## config.mk

```make
export PLATFORM = sky130hd
export DESIGN_NAME = hex_segment_word_assembler
export DESIGN_NICKNAME = d
export VERILOG_FILES = /design/src/rtl/hex_segment_word_assembler.sv
export SDC_FILE = /design/constraint.sdc
export NUM_CORES = 1
export LEC_CHECK = 0
export ABC_AREA = 1
export BUFFER_PORTS_ARGS = -buffer_cell sky130_fd_sc_hd__buf_2
export CORE_MARGIN = 3
export CORE_UTILIZATION = 25
export DETAILED_ROUTE_END_ITERATION = 16
export SLEW_MARGIN = 40
export SYNTH_ARGS = -nofsm -noshare
export SYNTH_HDL_FRONTEND = slang
export SYNTH_SLANG_ARGS = --single-unit
```

## constraint.sdc

```tcl
create_clock -name Clock -period 3 [get_ports Clock]
set_input_delay 0.15 -clock Clock [delete_from_list [all_inputs] [get_ports Clock]]
set_output_delay 0.15 -clock Clock [all_outputs]
set_load 0.1 [all_outputs]
```

## src/rtl/hex_segment_word_assembler.sv

```systemverilog
// Decodes active-low 7-segment patterns back to hex nibbles and packs DIGITS of them, MSB first, into one word.
// Optional feature: define SEG_BLANK_SKIP_EN to accept the all-off (blank) pattern as a no-op digit.
module hex_segment_word_assembler #(
  parameter int unsigned DIGITS    = 4,
  parameter int unsigned ERR_CNT_W = 8
) (
  input  logic                   Clock,
  input  logic                   Resetn,
  input  logic [0:6]             SegIn,
  input  logic                   SegValid,
  output logic                   SegReady,
  output logic [4*DIGITS-1:0]    Word,
  output logic                   WordValid,
  input  logic                   WordReady,
  input  logic                   ClearErr,
  output logic                   ErrFlag,
  output logic [ERR_CNT_W-1:0]   ErrCount
);

  localparam int unsigned WORD_W = 4 * DIGITS;
  localparam int unsigned CNT_W  = 4;

  typedef enum logic {COLLECT, HOLD} state_e;

  state_e               state_q, state_d;
  logic [WORD_W-1:0]    asm_q, asm_d;
  logic [WORD_W-1:0]    word_q, word_d;
  logic [CNT_W-1:0]     cnt_q, cnt_d;
  logic                 err_flag_q, err_flag_d;
  logic [ERR_CNT_W-1:0] err_cnt_q, err_cnt_d;

  logic [3:0]           nib_c;
  logic                 legal_c;
  logic                 blank_c;
  logic                 accept_c;

  // Inverse of the display encoding; patterns are listed segment a..g, 0 = lit.
  always_comb begin
    nib_c   = 4'h0;
    legal_c = 1'b1;
    case (SegIn)
      7'b0000001: nib_c = 4'h0;
      7'b1001111: nib_c = 4'h1;
      7'b0010010: nib_c = 4'h2;
      7'b0000110: nib_c = 4'h3;
      7'b1001100: nib_c = 4'h4;
      7'b0100100: nib_c = 4'h5;
      7'b0100000: nib_c = 4'h6;
      7'b0001101: nib_c = 4'h7;
      7'b0000000: nib_c = 4'h8;
      7'b0000100: nib_c = 4'h9;
      7'b0001000: nib_c = 4'hA;
      7'b1100000: nib_c = 4'hB;
      7'b0110001: nib_c = 4'hC;
      7'b1000010: nib_c = 4'hD;
      7'b0110000: nib_c = 4'hE;
      7'b0111000: nib_c = 4'hF;
      default:    legal_c = 1'b0;
    endcase
  end

`ifdef SEG_BLANK_SKIP_EN
  assign blank_c = (SegIn == 7'b1111111);
`else
  assign blank_c = 1'b0;
`endif

  assign accept_c = SegValid && (state_q == COLLECT);

  always_ff @(posedge Clock or negedge Resetn) begin
    if (!Resetn) begin
      state_q    <= COLLECT;
      asm_q      <= '0;
      word_q     <= '0;
      cnt_q      <= '0;
      err_flag_q <= 1'b0;
      err_cnt_q  <= '0;
    end else begin
      state_q    <= state_d;
      asm_q      <= asm_d;
      word_q     <= word_d;
      cnt_q      <= cnt_d;
      err_flag_q <= err_flag_d;
      err_cnt_q  <= err_cnt_d;
    end
  end

  // Next-state: collect digits, hold the finished word, track illegal patterns.
  always_comb begin
    state_d    = state_q;
    asm_d      = asm_q;
    word_d     = word_q;
    cnt_d      = cnt_q;
    err_flag_d = err_flag_q;
    err_cnt_d  = err_cnt_q;

    case (state_q)
      COLLECT: begin
        if (accept_c && !blank_c) begin
          if (legal_c) begin
            asm_d = WORD_W'({asm_q, nib_c});
            if (cnt_q == CNT_W'(DIGITS - 1)) begin
              cnt_d   = '0;
              word_d  = WORD_W'({asm_q, nib_c});
              state_d = HOLD;
            end else begin
              cnt_d = cnt_q + CNT_W'(1);
            end
          end else begin
            asm_d      = '0;
            cnt_d      = '0;
            err_flag_d = 1'b1;
            if (err_cnt_q != '1) begin
              err_cnt_d = err_cnt_q + ERR_CNT_W'(1);
            end
          end
        end
      end
      HOLD: begin
        if (WordReady) begin
          state_d = COLLECT;
        end
      end
      default: state_d = COLLECT;
    endcase

    // Clear takes priority over an error arriving in the same cycle.
    if (ClearErr) begin
      err_flag_d = 1'b0;
      err_cnt_d  = '0;
    end
  end

  assign SegReady  = (state_q == COLLECT);
  assign WordValid = (state_q == HOLD);
  assign Word      = word_q;
  assign ErrFlag   = err_flag_q;
  assign ErrCount  = err_cnt_q;

endmodule

```

==> results.yml <==
route:
  wl_per_cell_um: 11.8
  routed_via_density: 4.63
  drc: 0
  wl_um: 5460
  dr.pass1.iters: 4
  vias: 2133
  drt_iter0_markers: 84
  ant_nets: 0
die:
  die_y_um: 103
  rows: 34
  io_pins: 39
  core_area_um2: 8890
  die_w_um: 103
  initial_core_util: 0.263
  die_area_um2: 10500
pwr:
  power_density_nw_per_um2: 400
  total_power_w: 0.00110
  peakVddDrop_mv: 0.192
  total_leakage_power_nw: 1.52
logic_synthesis:
  synth_compound_area_frac: 0.0504
  yosys.area_share.xor_xnor: 0.0225
  async_flop_share: 1.00
  synth_simple_gate_area_frac: 0.389
  netlist_instances: 312
  synth_nets: 326
  ys_warn_count: 0
  synth-adder-area-share: 0.0107
  ys_seq_area_frac: 0.450
  avgSynthCellArea_um2: 7.48
  ys_ff_latch: 42
  synth_flop_cell: "dfrtp_1"
  ys_types: 29
  synth_top_family_by_area: "simple AND/OR/NAND/NOR gates"
  synth_area_um2: 2330
  synth_mux_area_frac: 0
  synth_edf_count: 0
clock_network:
  cts_tree: "yes"
  insertion_delay_ps: 300
  cts_sinks: 42
  max-clock-path-buffers: 2
  cts_setup_buffers: 0
  clk_pin_slew_ps: 80
  htreeDepth: 2
  clock-root-buffer: "clkbuf_8"
  numCtsBuffers: 5
grt:
  grt_pass1_wl_um: 9280
  grt_remaining_overflow: 0
  antenna_found_initial: 0
  grt_pass1_vias: 2047
  grt_max_degree: 43
  groute.usage.overall: 0.110
finish:
  area_growth_pct: 17.3
  layout_common_cells: "95 x nand2_1, 42 x dfrtp_1, 40 x nor2_1, 37 x buf_2, 30 x inv_1"
  multi_input_area_um2: 1100
  antennaDiodeCount: 0
  regArea_um2: 1050
  num-fill-cells: 960
  fin_nets: 366
  final_common_cell: "nand2_1"
  final_layout_size_suffix_gt1_frac: 0.181
sta:
  finalClockSkew_ps: 7.07
  worst_pin_slew_ps: 625
  slew_headroom: 0.581
  period_needed_ps: 2000
  finalHoldViolations: 0
  rsz0062_at_grt: "no"
  final-setup-viol-count: 0
  timing.final.ws_setup_ps: 997
  period_share: 0.668
  maxSlewViolCount: 0
  fmax_mhz: 499
  holdWs_ps: 18.9
  fin_tns_setup_ps: 0
run_status:
  status: "finished, final reports clean"
job:
  drv_cap: 0
worst_setup_path:
  path_max_fanout: 19
  setup.worst_path.end_class: "register"
  required_ps: 3180
  cp.arrival_ps: 2180
  crit_type: "reg2reg"
  cp-start-kind: "register"
place:
  place_congestion: 0.843
  hpwl_um: 3970
  pre_cts_slack_ps: 981
  io_buffers: 38
min_path:
  worstHoldPathType: "in2reg"
[layout make-up]
type,count,share of cell area
inverter,36,0.0494
clock inverter,2,0.00503
sequential,42,0.384
timing repair buffer,42,0.0832
multi-input combinational,225,0.403
clock buffer,6,0.0265
tap,108,0.0494
[power breakdown]
group	total, W	switching, W	leakage [nW]	internal [W]
combinational	0.000144	0.000112	0.896	0.0000322
clock	0.000368	0.000204	0.0452	0.000164
sequential	0.000584	0.00000842	0.581	0.000576
[state kept, by name (all words and copies together) (netlist names)]
register   cells
asm_q         12
Word          16
ErrCount       8
cnt_q          4
WordValid      1
ErrFlag        1
[path summary, 6_finish.rpt]
path / from / cells past startpoint / end / slack (ps)
max in group asynchronous: Resetn / 2 / ErrCount[1] / 2250
setup / recovery: WordValid / 6 / asm_q[9] / 1000
setup reg to reg: WordValid / 6 / asm_q[9] / 1000
hold / removal: WordReady / 2 / WordValid / 20
hold reg to reg: Word[5] / 2 / Word[5] / 470
min in group asynchronous: Resetn / 2 / Word[0] / 370
[cells in the mapped netlist (2+ instances only)]
| library cell | number | share of area |
|---|---|---|
| clkinv_1 | 2 | 0.0032 |
| inv_2 | 4 | 0.0064 |
| o21a_1 | 2 | 0.0064 |
| a21oi_1 | 3 | 0.0064 |
| nand2_4 | 2 | 0.0096 |
| nor3_2 | 2 | 0.0086 |
| o21ai_0 | 13 | 0.028 |
| nor2_4 | 2 | 0.0096 |
| dfrtp_1 | 42 | 0.45 |
| nor2_2 | 3 | 0.0080 |
| clkbuf_1 | 6 | 0.0096 |
| nand4_1 | 28 | 0.075 |
| nor2_1 | 40 | 0.064 |
| o22ai_1 | 2 | 0.0054 |
| nand3_1 | 18 | 0.039 |
| inv_1 | 30 | 0.048 |
| nand2_1 | 95 | 0.15 |
| o21ai_1 | 2 | 0.0043 |
| ha_1 | 2 | 0.011 |
| xor2_1 | 5 | 0.019 |
[kinds of logic (layout without fill, tap and decap cells)]
| kind of cell | Yosys count | after routing |
|---|---|---|
| fa+ha+maj | 2 | 2 |
| buf+inv | 45 | 86 |
| simple gates | 195 | 195 |
| compound gates | 22 | 22 |
| flops | 42 | 42 |
| xor+xnor | 6 | 6 |
[repair_timing]
item,CTS,global route
resized for setup,0,0
hold endpoints to repair,43,0
hold buffers,2,0
[critical path: stages (launching register included)]
cell	delay (ps)
dfrtp_1	360
inv_1	70
nand2_1	280
clkinv_1	500
buf_4	370
nand2_1	190
o21ai_0	120
[per-stage QoR]
| step | std cells | utilization | instance area (um^2) |
|---|---|---|---|
| final | 461 | 0.308 | 2740 |
| after global routing | 461 | 0.308 | 2740 |
| after CTS | 461 | 0.308 | 2740 |
| after detailed placement | 451 | 0.296 | 2630 |
| after global placement | 451 | 0.296 | 2630 |
| after floorplan | 312 | - | 2330 |
[per-layer routing]
metal | global-route usage | vias up | wire length, um
li1 | - | 1092 | -
met1 | 0.144 | 995 | 2730
met2 | 0.175 | 40 | 2350
met3 | 0.0284 | 6 | 290
met4 | 0.0424 | 0 | 87
met5 | 0 | - | 0
No activity file was read; power rests on OpenSTA's default activity.
